===== src/rtl/bcdtime_load.sv =====
// bcdtime_load: producer side of the bcdtime set interface.
//
// Takes a binary seconds-of-day label for the second currently elapsing,
// converts label+1 to BCD by iterative subtraction, then arms and fires `set`
// combinationally on the next tsc_1pps so the counters load on the PPS edge.
//
// Ports:
//   clk          system clock
//   rst          synchronous active-high reset
//   tsc_1pps     one-cycle pulse at each second boundary
//   tsc_1ppms    one-cycle pulse each millisecond
//   req          one-cycle load request (ignored while busy)
//   sod          seconds-of-day, valid range 0..86399
//   busy         high in any state other than idle
//   set          load strobe (same cycle as the PPS pulse)
//   set_time     BCD load value, nibbles MSB..LSB:
//                t_10h t_1h t_10m t_1m t_10s t_1s t_100ms t_10ms t_1ms
//   done         one-cycle pulse coincident with set
//   err_range    pulse the cycle after a req with sod > 86399
//   err_late     pulse in the cycle PPS arrives mid-conversion
//   err_timeout  pulse on the ms tick that exhausts the arming window
module bcdtime_load #(
  parameter int unsigned SOD_W      = 17,
  parameter int unsigned TIMEOUT_MS = 2000
) (
  input  logic             clk,
  input  logic             rst,
  input  logic             tsc_1pps,
  input  logic             tsc_1ppms,
  input  logic             req,
  input  logic [SOD_W-1:0] sod,
  output logic             busy,
  output logic             set,
  output logic [35:0]      set_time,
  output logic             done,
  output logic             err_range,
  output logic             err_late,
  output logic             err_timeout
);

  localparam int unsigned CntW = $clog2(TIMEOUT_MS + 1);
  localparam logic [SOD_W-1:0] MaxSod = SOD_W'(86399);

  typedef enum logic [2:0] {
    StIdle, StHours, StMins, StSplitH, StSplitM, StSplitS, StArmed
  } state_e;

  state_e            state_q, state_d;
  logic [SOD_W-1:0]  v_q, v_d;        // running remainder; ends as seconds
  logic [4:0]        hrs_q, hrs_d;    // hours, then units-of-hours
  logic [5:0]        mins_q, mins_d;  // minutes, then units-of-minutes
  logic [3:0]        h10_q, h10_d;
  logic [3:0]        m10_q, m10_d;
  logic [3:0]        s10_q, s10_d;
  logic [CntW-1:0]   cnt_q, cnt_d;
  logic [35:0]       set_time_q, set_time_d;
  logic              err_range_q, err_range_d;
  logic              converting;

  assign converting = (state_q == StHours) || (state_q == StMins) ||
                      (state_q == StSplitH) || (state_q == StSplitM) ||
                      (state_q == StSplitS);

  always_comb begin
    state_d     = state_q;
    v_d         = v_q;
    hrs_d       = hrs_q;
    mins_d      = mins_q;
    h10_d       = h10_q;
    m10_d       = m10_q;
    s10_d       = s10_q;
    cnt_d       = cnt_q;
    set_time_d  = set_time_q;
    err_range_d = 1'b0;
    set         = 1'b0;
    done        = 1'b0;
    err_late    = 1'b0;
    err_timeout = 1'b0;

    unique case (state_q)
      StIdle: begin
        if (req) begin
          if (sod > MaxSod) begin
            err_range_d = 1'b1;
          end else begin
            // Load the label of the second that starts at the next PPS.
            v_d     = (sod == MaxSod) ? '0 : sod + SOD_W'(1);
            hrs_d   = '0;
            mins_d  = '0;
            h10_d   = '0;
            m10_d   = '0;
            s10_d   = '0;
            state_d = StHours;
          end
        end
      end
      StHours: begin
        if (v_q >= SOD_W'(3600)) begin
          v_d   = v_q - SOD_W'(3600);
          hrs_d = hrs_q + 5'd1;
        end else begin
          state_d = StMins;
        end
      end
      StMins: begin
        if (v_q >= SOD_W'(60)) begin
          v_d    = v_q - SOD_W'(60);
          mins_d = mins_q + 6'd1;
        end else begin
          state_d = StSplitH;
        end
      end
      StSplitH: begin
        if (hrs_q >= 5'd10) begin
          hrs_d = hrs_q - 5'd10;
          h10_d = h10_q + 4'd1;
        end else begin
          state_d = StSplitM;
        end
      end
      StSplitM: begin
        if (mins_q >= 6'd10) begin
          mins_d = mins_q - 6'd10;
          m10_d  = m10_q + 4'd1;
        end else begin
          state_d = StSplitS;
        end
      end
      StSplitS: begin
        if (v_q >= SOD_W'(10)) begin
          v_d   = v_q - SOD_W'(10);
          s10_d = s10_q + 4'd1;
        end else begin
          set_time_d = {h10_q, hrs_q[3:0], m10_q, mins_q[3:0], s10_q, v_q[3:0], 12'h000};
          cnt_d      = '0;
          state_d    = StArmed;
        end
      end
      StArmed: begin
        // PPS takes priority over a coincident final ms tick.
        if (tsc_1pps) begin
          set     = 1'b1;
          done    = 1'b1;
          state_d = StIdle;
        end else if (tsc_1ppms) begin
          if (cnt_q == CntW'(TIMEOUT_MS - 1)) begin
            err_timeout = 1'b1;
            state_d     = StIdle;
          end else begin
            cnt_d = cnt_q + CntW'(1);
          end
        end
      end
      default: state_d = StIdle;
    endcase

    // A PPS during conversion means the label is stale; drop it unloaded.
    if (converting && tsc_1pps) begin
      err_late   = 1'b1;
      set_time_d = set_time_q;
      state_d    = StIdle;
    end

    // Suppress strobes while reset is being sampled.
    if (rst) begin
      set         = 1'b0;
      done        = 1'b0;
      err_late    = 1'b0;
      err_timeout = 1'b0;
    end
  end

  always_ff @(posedge clk) begin
    if (rst) begin
      state_q     <= StIdle;
      v_q         <= '0;
      hrs_q       <= '0;
      mins_q      <= '0;
      h10_q       <= '0;
      m10_q       <= '0;
      s10_q       <= '0;
      cnt_q       <= '0;
      set_time_q  <= '0;
      err_range_q <= 1'b0;
    end else begin
      state_q     <= state_d;
      v_q         <= v_d;
      hrs_q       <= hrs_d;
      mins_q      <= mins_d;
      h10_q       <= h10_d;
      m10_q       <= m10_d;
      s10_q       <= s10_d;
      cnt_q       <= cnt_d;
      set_time_q  <= set_time_d;
      err_range_q <= err_range_d;
    end
  end

  assign busy      = (state_q != StIdle);
  assign set_time  = set_time_q;
  assign err_range = err_range_q;

endmodule


===== config.mk =====
export PLATFORM = sky130hd
export DESIGN_NAME = bcdtime_load
export DESIGN_NICKNAME = d
export VERILOG_FILES = /design/src/rtl/bcdtime_load.sv
export SDC_FILE = /design/constraint.sdc
export NUM_CORES = 1
export LEC_CHECK = 0
export BUFFER_PORTS_ARGS = -buffer_cell sky130_fd_sc_hd__buf_2
export CORE_ASPECT_RATIO = 1.4
export CORE_MARGIN = 2
export CORE_UTILIZATION = 45
export CTS_BUF_LIST = sky130_fd_sc_hd__clkbuf_8
export CTS_CLUSTER_DIAMETER = 40
export DETAILED_ROUTE_END_ITERATION = 6
export SYNTH_ARGS = -nofsm -noshare
export SYNTH_HDL_FRONTEND = slang
export SYNTH_SLANG_ARGS = --single-unit

===== constraint.sdc =====
create_clock -name clk -period 3.4 [get_ports clk]
set_clock_uncertainty 0.15 [all_clocks]
set_input_delay 0 -clock clk [delete_from_list [all_inputs] [get_ports clk]]
set_output_delay 0 -clock clk [all_outputs]
set_load 0.05 [all_outputs]

==> After elaboration in Yosys (flattened, before gate mapping) <==
Index checks and enable logic that the tools add are counted.
{ "word_totals": {"mem_bits_ro": 0, "elab_cells": 134, "memories": 0, "out_inout_bits": 42, "regBits": 79, "ramBits": 0, "input_bits": 22, "latchBits": 0} }
{ "classes": {"reduce_logical": 25, "n_div": 0, "n_addsub": 12, "n_bitwise": 4, "shifts": 0, "mux": 52, "multipliers": 0, "order_cmp": 6, "n_eq_ne": 25} }
{ "op_table": {"columns": ["op", "n"], "rows": [
  ["2-to-1 mux 17 bit", 6],
  ["one-hot mux 17 bit (4 select lines)", 1],
  ["2-to-1 mux 11 bit", 4],
  ["2-to-1 mux 3 bit", 10],
  ["2-to-1 mux 6 bit", 4],
  ["one-hot mux 4 bit (2 select lines)", 3],
  ["one-hot mux 11 bit (2 select lines)", 1],
  ["one-hot mux 3 bit (7 select lines)", 1],
  ["2-to-1 mux 4 bit", 5],
  ["2-to-1 mux 5 bit", 4],
  ["!= test 2 bit, second input constant", 10],
  ["one-hot mux 6 bit (3 select lines)", 1],
  ["adder 17 x 1 -> 17 bit, second input constant", 1],
  ["equality test 17 bit, second input constant", 1],
  ["greater-or-equal comparator 17 x 12 -> 1 bit, second input constant", 1],
  ["greater-or-equal comparator 17 x 4 -> 1 bit, second input constant", 1],
  ["greater-or-equal comparator 17 x 6 -> 1 bit, second input constant", 1],
  ["> comparator 17 bit, second input constant", 1],
  ["subtractor 17 x 12 -> 17 bit, second input constant", 1],
  ["subtractor 17 x 4 -> 17 bit, second input constant", 1],
  ["subtractor 17 x 6 -> 17 bit, second input constant", 1],
  ["one-hot mux 5 bit (3 select lines)", 1],
  ["AND reduction 5 bit", 3],
  ["adder 4 x 1 -> 4 bit, second input constant", 3],
  ["other kinds (27)", 58]
]} }

==> Depth between registers and ports, before layout <==
Gate-level depths: netlist of the first run.
{ "logic_depth": {"word_depth": 8, "depth_mapped": 12, "mapped_depth_nobuf": 9} }

==> Worst setup path after synthesis of the first run <==
No wires, ideal clock.
{ "synth_timing": {"path_type": "reg-to-reg", "startpoint": "register v_q[4]", "endpoint": "register v_q[15]", "path_slack_ns": 0.464, "path_stages_with_launch": 13, "t_arrival_ns": 2.715, "t_required_ns": 3.180, "path_cell_list": "dfxtp_1 -> buf_2 -> inv_1 -> ha_1 -> inv_1 -> o311ai_1 -> nor3_1 -> a2111oi_0 -> and3_1 -> buf_2 -> buf_2 -> o21ai_0 -> a21oi_1"} }
{ "synth_via": {"elab_chain_cells": 3, "word_cells_on_any_way": 14, "cone_classes": "add/sub (3); order compare (3); eq/ne (3); mux (4); reduce/logical (1)"} }
{ "synth_rtl": {"columns": ["element", "line", "source"], "rows": [
  ["from (decl)", "49", "logic [SOD_W-1:0] v_q, v_d;"],
  ["from (signal assigned)", "187", "v_q <= v_d;"],
  ["subtractor 17 x 4 -> 17 bit, or another cell as far along", "131", "v_d = v_q - SOD_W'(10);"],
  ["2-to-1 mux 17 bit, or another cell as far along", "130", "if (v_q >= SOD_W'(10)) begin"],
  ["one-hot mux 17 bit (4 select lines) or AND reduction 6 bit (tied branches)", null, null]
]} }
Several ways; a longest one is shown, not always the timed one. The select of a mux whose other input is x is not followed.
A chain may end at the register's enable or synchronous reset.

==> Worst setup path in the final report of the first run <==
{ "layout_timing": {"startpoint": "register v_q[12]", "endpoint": "register cnt_q[10]"} }
{ "layout_via": {"elab_chain_cells": 3} }
{ "layout_rtl": {"columns": ["element", "line", "source"], "rows": [
  ["greater-or-equal comparator 17 x 4 -> 1 bit", "130", null],
  ["!= test 2 bit (no line)", null, null],
  ["AND reduction 5 bit (no line)", null, null],
  ["to (signal assigned)", "193", "cnt_q <= cnt_d;"],
  ["to (decl)", "55", "logic [CntW-1:0] cnt_q, cnt_d;"]
]} }
Every way passes these cells.

==> results of run 1 <==
metal layers:
| layer | vias up | part of all wire | GRT usage |
|---|---|---|---|
| li1 | 2608 | - | - |
| met1 | 2432 | 0.41 | 0.300 |
| met2 | 158 | 0.51 | 0.424 |
| met3 | 34 | 0.047 | 0.0343 |
| met4 | 0 | 0.033 | 0.115 |
| met5 | - | 0 | 0 |
final cells by class:
type / count / share of cell area
timing repair buffer: 77 / 0.0770
inverter: 23 / 0.0145
tap: 144 / 0.0303
multi-input combinational: 562 / 0.572
sequential: 79 / 0.266
clock inverter: 4 / 0.0128
clock buffer: 12 / 0.0278
Yosys cell counts (all sizes together), types with 8 or more instances:
cell | instances | share of area
nand4 | 12 | 0.015
ha | 22 | 0.052
buf | 19 | 0.026
xnor2 | 19 | 0.032
a211oi | 11 | 0.016
a21oi | 71 | 0.067
and3 | 9 | 0.011
nor2 | 71 | 0.052
nand2b | 8 | 0.0095
nor3 | 31 | 0.031
o22ai | 14 | 0.017
o21ai | 39 | 0.037
xor2 | 20 | 0.033
nand3 | 18 | 0.017
dfxtp | 79 | 0.30
clkbuf | 33 | 0.023
inv | 22 | 0.016
nand2 | 89 | 0.063
power breakdown:
group	internal, mW	switching (mW)	leakage (nW)
Clock	0.475	0.365	0.119
Combinational	0.491	0.877	1.56
Sequential	1.00	0.127	0.641
how the worst max path moves through the flow:
stage                             endpoint  slack (ns)  depth (start not counted)
global route        mins_q[3]$_SDFFE_PP0P_        0.13                         10
detailed placement    v_q[16]$_SDFFE_PP0P_        0.28                         11
floorplan             v_q[15]$_SDFFE_PP0P_        0.46                         12
global placement      v_q[12]$_SDFFE_PP0P_        0.29                         11
finish              cnt_q[10]$_SDFFE_PP0P_        0.34                          7
CTS                   v_q[16]$_SDFFE_PP0P_        0.25                         11
what timing repair did:
action | in CTS | in global routing
endpoints found under the setup margin | 0 | 4
gates resized for setup | 0 | 1
hold endpoints to repair | 5 | 0
hold buffers | 3 | 0
critical path, stage by stage (launching register included):
cell and delay (ns):
dfxtp_1 0.42, or3_1 0.54, or4b_4 0.64, nor3_2 0.28, or2_1 0.30, nand4_2 0.18
or3_1 0.33, a21oi_1 0.14
stage by stage:
stage / power [mW] / hold slack (ns) / utilization / instances
floorplan: 2.10 / -0.0135 / - / 716
global placement: 2.47 / 0.180 / 0.498 / 882
detailed placement: 2.49 / 0.174 / 0.498 / 882
CTS: 3.34 / 0.00113 / 0.522 / 901
global route: 3.53 / 0.0432 / 0.522 / 901
finish: 3.34 / -0.00281 / 0.522 / 901
state kept, by name (all words and copies together) (netlist names):
register   flops
state_q        3
h10_q          4
v_q           17
hrs_q          5
err_range      1
mins_q         6
s10_q          4
cnt_q         11
set_time      24
m10_q          4
cells by family (layout without fill, tap and decap cells):
group,count (synthesis),count (layout),synth area share
and+or+nand+nor,286,286,0.271
AOI/OAI and AO/OA,200,200,0.241
DFF,79,79,0.300
buffers and inverters,75,116,0.0657
xor gates and xnor gates,39,39,0.0647
adders and majority gates,22,22,0.0521
muxes,3,3,0.00569
other,1,12,0.000710
==> results.json, run 1 <==
{
  "syn_to_final_growth_pct": 12.7,
  "hold_path_depth": 5,
  "clock_sinks": 79,
  "r2r_end": "cnt_q[10]$_SDFFE_PP0P_",
  "max-slew-margin-rel": 0.435,
  "powerDensity_nw_per_um2": 561,
  "antennaDiodeCount": 0,
  "grt_max_degree": 33,
  "tns_ns": 0,
  "status": "complete, but fails checks",
  "rsz0062_at_grt": "false",
  "synth_cell_types": 79,
  "h-tree-depth": 3,
  "tightest_slew_ns": 0.842,
  "coreArea_um2": 11400,
  "ys_ff_latch": 79,
  "max_freq_mhz": 327,
  "cts_root_buffer": "clkbuf_8",
  "dieWidth_um": 95.5,
  "cp.arrival_ns": 3.21,
  "clk_pin_slew_ns": 0.08,
  "insertion_delay_ns": 0.36,
  "vias": 5232,
  "syn_inst": 705,
  "die_area_um2": 12600,
  "crit_required_ns": 3.55,
  "drive_above_1_share": 0.144,
  "violations": "hold timing",
  "final_cell_mix": "nand2_1, dfxtp_1, a21oi_1",
  "startpoint": "v_q[12]$_SDFFE_PP0P_",
  "syn-cell-area_um2": 5280,
  "cts_buffers": 9,
  "fp.dieH_um": 132,
  "fin_crit_ns": 3.06,
  "routedWlPerCell_um": 17.3,
  "layout.cells.most_common": "nand2_1",
  "ant_nets": 0,
  "setup_viol": 0,
  "whs_ns": -0.00281,
  "seqCellArea_um2": 1580,
  "criticalPathCategory": "flop to flop",
  "min_to": "v_q[14]$_SDFFE_PP0P_",
  "grt_first_pass_wirelength_um": 24700,
  "dr.pass1.iters": 5,
  "worst_slack_ns": 0.342,
  "slew_violations": 0,
  "drt-initial-drc-count": 261,
  "reg2reg_slack_ns": 0.34,
  "finalCritPeriodShare": 0.899,
  "ys_warn_count": 0,
  "hp-start": "sod[14]",
  "cts_setup_buffers": 0,
  "io_buffers": 51,
  "hold_violations": 1,
  "drc": 0,
  "design_area_um2": 5950,
  "vdd_drop_max_mv": 0.219,
  "avgSynthCellArea_um2": 7.49,
  "synth_edf_count": 0,
  "rr_startpoint": "v_q[12]$_SDFFE_PP0P_",
  "nNetsFinal": 796,
  "io_pins": 64,
  "drt-total-wl_um": 15600,
  "r2r_cells": 7,
  "viasPerCell": 5.81,
  "async_flop_share": 0,
  "place_congestion": 0.945,
  "antenna_found_initial": 0,
  "n_fill_cell": 1167,
  "end_kind": "flop",
  "cts_tree": "yes",
  "grt_pass1_vias": 4878,
  "power.leakage_nw": 2.32,
  "synthFlopType": "dfxtp_1",
  "yosysSeqAreaShare": 0.300,
  "initial_core_util": 0.463,
  "cts_buffer_depth": 2,
  "critPathMaxFanout": 12,
  "placed_area_um2": 5680,
  "rows": 46,
  "drv_cap": 0,
  "overflow": 0,
  "setup.worst_path.start_class": "flop",
  "multi_input_area_um2": 3400,
  "grt_usage": 0.248,
  "hpwl_um": 11400,
  "hold_path.class": "input pin to flop",
  "pre_cts_ws_ns": 0.283
}
No activity file was read; power rests on OpenSTA's default activity.
==> run 2, diff against run 1 <==
==> constraint.sdc (replaced) <==
create_clock -name clk -period 3.4 [get_ports clk]
set_clock_uncertainty 0.15 [all_clocks]
set_input_delay 0.51 -clock clk [delete_from_list [all_inputs] [get_ports clk]]
set_output_delay 0.51 -clock clk [all_outputs]
set_load 0.05 [all_outputs]
==> run 2 against run 1 <==
  * The flow now finishes without violations
  * Non-clock buffer count grew 7
  * Register-to-register slack gained 0.02 ns
  * Sequential share of layout area is essentially flat
  * Cell count grew 0.78%
  * First-iteration DRC count shrank 20%
  * Hold slack gained 0.30 ns
  * Maximum frequency grew 0.72%
  * Routed wire length shrank 1.4%
==> results.json, run 2 (synthesis results as in run 1) <==
{
  "status": "complete, no violations",
  "critPathCapture": "cnt_q[8]$_SDFFE_PP0P_",
  "slew_violations": 0,
  "hold_violations": 0,
  "setup.worst_path.start_class": "flop",
  "io_pins": 64,
  "critical-path-top-delay-family": "simple AND/OR/NAND/NOR gates",
  "fp.dieH_um": 132,
  "wl_met2_um": 7570,
  "largest_reg_flops": 24,
  "p_int_mw": 1.81,
  "end_kind": "flop",
  "fin_crit_ns": 3.04,
  "vias": 5330,
  "vdd_drop_max_mv": 0.226,
  "antennaDiodeCount": 0,
  "initial_core_util": 0.463,
  "rr_startpoint": "v_q[7]$_SDFFE_PP0P_",
  "reg2reg_slack_ns": 0.36,
  "grt_usage": 0.245,
  "routedWlPerCell_um": 16.9,
  "h-tree-depth": 3,
  "cp_num_cells": 7,
  "die_area_um2": 12600,
  "grt_max_degree": 45,
  "crit_slowest_cell": "or4b_4",
  "dr.pass1.iters": 5,
  "cts_setup_buffers": 0,
  "worst_slack_ns": 0.364,
  "drt-initial-drc-count": 209,
  "startpoint": "v_q[7]$_SDFFE_PP0P_",
  "clock_power_share": 0.215,
  "final_cell_mix": "nand2_1, dfxtp_1, a21oi_1",
  "power.leakage_nw": 2.33,
  "dr.max_layer_used": "met4",
  "cts_tree": "yes",
  "dr_wl_met3_um": 798,
  "tns_ns": 0,
  "setup_viol": 0,
  "drc": 0,
  "r2r_cells": 7,
  "nNetsFinal": 803,
  "viasPerCell": 5.87,
  "insertion_delay_ns": 0.37,
  "n_fill_cell": 1159,
  "drv_cap": 0,
  "dieWidth_um": 95.5,
  "path_buf_inv": 0,
  "cp.arrival_ns": 3.20,
  "place_congestion": 0.888,
  "met1_length_um": 6300,
  "clk_pin_slew_ns": 0.10,
  "coreArea_um2": 11400,
  "grt_pass1_vias": 4995,
  "hold_path.class": "flop to flop",
  "cp_cell_sequence": "or4_4 -> or4b_4 -> nor3_2 -> or2_1 -> nand4_2 -> or3_1 -> a21oi_1",
  "rows": 46,
  "switching_power_mw": 1.41,
  "powerDensity_nw_per_um2": 543,
  "r2r_end": "cnt_q[8]$_SDFFE_PP0P_",
  "dp_cells": 892,
  "cts_root_buffer": "clkbuf_8",
  "critPathMaxFanout": 9,
  "comb_power_share": 0.438,
  "max-slew-margin-rel": 0.575,
  "hold_buffers": 0,
  "syn_to_final_growth_pct": 12.5,
  "io_buffers": 51,
  "drive_above_1_share": 0.156,
  "cts_buffers": 9,
  "layout.cells.most_common": "nand2_1",
  "clock_sinks": 79,
  "pre_cts_ws_ns": 0.164,
  "max_freq_mhz": 329,
  "slowest_delay_ns": 0.62,
  "drt-total-wl_um": 15300,
  "criticalPathCategory": "flop to flop",
  "tightest_slew_ns": 0.622,
  "p_sw_frac": 0.438,
  "finalCritPeriodShare": 0.893,
  "grt_first_pass_wirelength_um": 24400,
  "crit_required_ns": 3.56,
  "cts_buffer_depth": 2,
  "hpwl_um": 11400,
  "seqPwrFrac": 0.347,
  "antenna_found_initial": 0,
  "stdcell_count": 908,
  "overflow": 0,
  "ant_nets": 0,
  "rsz0062_at_grt": "false"
}
==> run 2: per-layer routing <==
layer / global-route usage / vias up
met1: 0.284 / 2485
met4: 0.121 / 0
met2: 0.421 / 169
li1: - / 2624
met5: 0 / -
met3: 0.0457 / 52
==> run 2: final cells by class <==
type,instances,area [um^2],area share
Clock buffer,10,138,0.0232
Clock inverter,6,50.0,0.00842
Inverter,23,86.3,0.0145
Multi-Input combinational cell,562,3400,0.573
Sequential cell,79,1580,0.266
Tap cell,144,180,0.0303
Timing Repair Buffer,84,503,0.0847
==> run 2: power by group through the flow <==
stage	Clock, mW	Sequential, mW	Combinational, mW
final	0.695	1.12	1.41
after global routing	0.755	1.13	1.54
after CTS	0.720	1.12	1.39
after detailed placement	0	1.14	1.38
after global placement	0	1.13	1.36
after floorplan	0	1.09	1.00
==> run 2: timing repair <==
action	CTS	global route
hold endpoints to repair	0	0
resized for setup	0	1
setup endpoints to repair	0	11
==> run 2: per-stage QoR <==
step                      area (um^2)  hold WS, ns  total power, mW   util
after floorplan                  5320        0.298             2.10      -
after global placement           5750        0.286             2.49  0.505
after detailed placement         5750        0.290             2.52  0.505
after CTS                        5940        0.302             3.23  0.521
after global routing             5940        0.316             3.43  0.521
final                            5940        0.299             3.23  0.521
==> run 2: worst min path at each step <==
stage | cells past startpoint | end | from | slack [ns]
after CTS | 2 | set_time[18]$_SDFFE_PP0P_ | set_time[18]$_SDFFE_PP0P_ | 0.30
after global routing | 3 | err_range$_SDFF_PP0_ | req | 0.32
after detailed placement | 2 | set_time[18]$_SDFFE_PP0P_ | set_time[18]$_SDFFE_PP0P_ | 0.29
after global placement | 2 | set_time[31]$_SDFFE_PP0P_ | set_time[31]$_SDFFE_PP0P_ | 0.29
after floorplan | 2 | set_time[19]$_SDFFE_PP0P_ | s10_q[3]$_SDFFE_PP0P_ | 0.30
final | 2 | set_time[30]$_SDFFE_PP0P_ | set_time[30]$_SDFFE_PP0P_ | 0.30
==> run 2: worst reg2reg max path: stages (launching register included) <==
cell and delay (ns):
dfxtp_1 0.40, or4_4 0.57, or4b_4 0.62, nor3_2 0.24, or2_1 0.31, nand4_2 0.21
or3_1 0.34, a21oi_1 0.14
==> run 3, diff against run 2 <==
- CORE_MARGIN: 2 -> 3
- PLACE_DENSITY: unset -> 0.67
- clock period: 3.4 -> 2.65 ns (I/O delays scaled with it)
==> run 3 against run 2 <==
  * The flow now finishes with violations (setup timing)
  * Sequential power rose by 23%
  * Global-route usage rose by 0.27 points
  * Sequential share of layout area fell by 3.4 points
  * Cell count rose by 7.9%
  * Routed wire length rose by 12%
  * First-iteration DRC count rose by 67%
  * Largest cell class unchanged
==> results.json, run 3 (synthesis results as in run 1) <==
{
  "h-tree-depth": 3,
  "grt_usage": 0.247,
  "place_congestion": 0.916,
  "crit_required_ns": 2.80,
  "slowest_delay_ns": 0.60,
  "vdd_drop_max_mv": 0.356,
  "seqCellArea_um2": 1590,
  "antennaDiodeCount": 0,
  "hpwl_um": 12500,
  "drv_cap": 0,
  "drc": 0,
  "tns_ns": -2.81,
  "clk_pin_slew_ns": 0.09,
  "setup.worst_path.start_class": "flop",
  "critPathMaxFanout": 5,
  "n_fill_cell": 1054,
  "tightest_slew_ns": 0.655,
  "hold_violations": 0,
  "layout.cells.most_common": "buf_4",
  "hold_buffers": 0,
  "die_area_um2": 13100,
  "max-slew-margin-rel": 0.561,
  "dieWidth_um": 97.5,
  "fp.dieH_um": 134,
  "status": "complete, but fails checks",
  "slew_violations": 0,
  "vias": 5840,
  "io_pins": 64,
  "cts_buffers": 9,
  "whs_ns": 0.213,
  "syn_to_final_growth_pct": 29.6,
  "dr.pass1.iters": 5,
  "io_buffers": 51,
  "overflow": 0,
  "cts_buffer_depth": 2,
  "cp_cell_sequence": "or4_4 -> or4b_4 -> o21ai_2 -> o311ai_1 -> or3_4 -> a2111o_1 -> a21oi_2",
  "drt-total-wl_um": 17100,
  "viasPerCell": 5.96,
  "antenna_found_initial": 0,
  "total_power_mw": 4.77,
  "grt_pass1_vias": 5575,
  "grt_first_pass_wirelength_um": 26600,
  "final_cell_mix": "buf_4, nand2_1, dfxtp_1",
  "fin_crit_ns": 2.82,
  "grt_max_degree": 38,
  "startpoint": "v_q[7]$_SDFFE_PP0P_",
  "multi_input_area_um2": 3630,
  "ant_nets": 0,
  "hold_path.class": "input pin to flop",
  "cts_root_buffer": "clkbuf_8",
  "rsz0062_at_grt": "true",
  "powerDensity_nw_per_um2": 697,
  "nNetsFinal": 875,
  "end_kind": "flop",
  "rows": 46,
  "insertion_delay_ns": 0.36,
  "clock_sinks": 79,
  "max_freq_mhz": 354,
  "hp-start": "req",
  "cp.arrival_ns": 2.98,
  "rr_startpoint": "v_q[7]$_SDFFE_PP0P_",
  "drt-initial-drc-count": 349,
  "routedWlPerCell_um": 17.5,
  "criticalPathCategory": "flop to flop",
  "setup_viol": 45,
  "violations": "setup timing",
  "power.leakage_nw": 2.79,
  "coreArea_um2": 11400,
  "worst_slack_ns": -0.174,
  "drive_above_1_share": 0.270,
  "crit_slowest_cell": "or4b_4",
  "cts_tree": "yes",
  "initial_core_util": 0.463,
  "largest_reg_flops": 24,
  "finalCritPeriodShare": 1.07
}
## run 3: cell types whose count changed in the layout (fill, tap and decap cells not counted), sizes merged
cell    before  now
nor3        31   32
clkinv       2    3
clkbuf      10   12
inv         25   23
buf         84  153
bufinv       0    1
## run 3: final cells by class
class	count	share of cell area
Tap cell	144	0.0263
Sequential cell	79	0.232
Inverter	23	0.0126
Clock inverter	6	0.00988
Multi-Input combinational cell	563	0.531
Timing Repair Buffer	155	0.168
Clock buffer	10	0.0201
## run 3: worst max-delay path: cells and delay by family, from the launching register on
kind,cells,cell delay [ns]
compound gates,4,0.79
simple gates,3,1.49
flops,1,0.34
## run 3: stage by stage
step	util	std cells	area [um^2]	worst slack, ns
finish	0.600	980	6840	-0.174
CTS	0.582	973	6630	-0.161
global placement	0.554	954	6310	-0.202
global route	0.600	980	6840	-0.213
detailed placement	0.554	954	6310	-0.257
floorplan	-	716	5400	-0.122
## run 3: path summary, 6_finish.rpt
kind	endpoint	slack (ns)	cells after the start
max reg2reg	state_q[0]$_SDFFE_PP0P_	-0.17	7
max	state_q[0]$_SDFFE_PP0P_	-0.17	7
min reg2reg	set_time[30]$_SDFFE_PP0P_	0.30	2
min	err_range$_SDFF_PP0_	0.21	3
## run 3: timing repair
item                       4_1_cts  5_1_grt
setup endpoints to repair       56       68
gates resized for setup         23       27
setup buffers                    2        3
pin swaps                       12       22
gates cloned                     1        4
## run 3: power breakdown
group / switching [mW] / internal (mW) / total, mW
Clock: 0.486 / 0.465 / 0.951
Combinational: 1.41 / 1.02 / 2.43
Sequential: 0.0951 / 1.29 / 1.38
## run 3: layer usage
metal	GRT usage	part of all wire
met5	0	0
met4	0.116	0.045
met3	0.0375	0.058
met2	0.457	0.51
met1	0.276	0.38
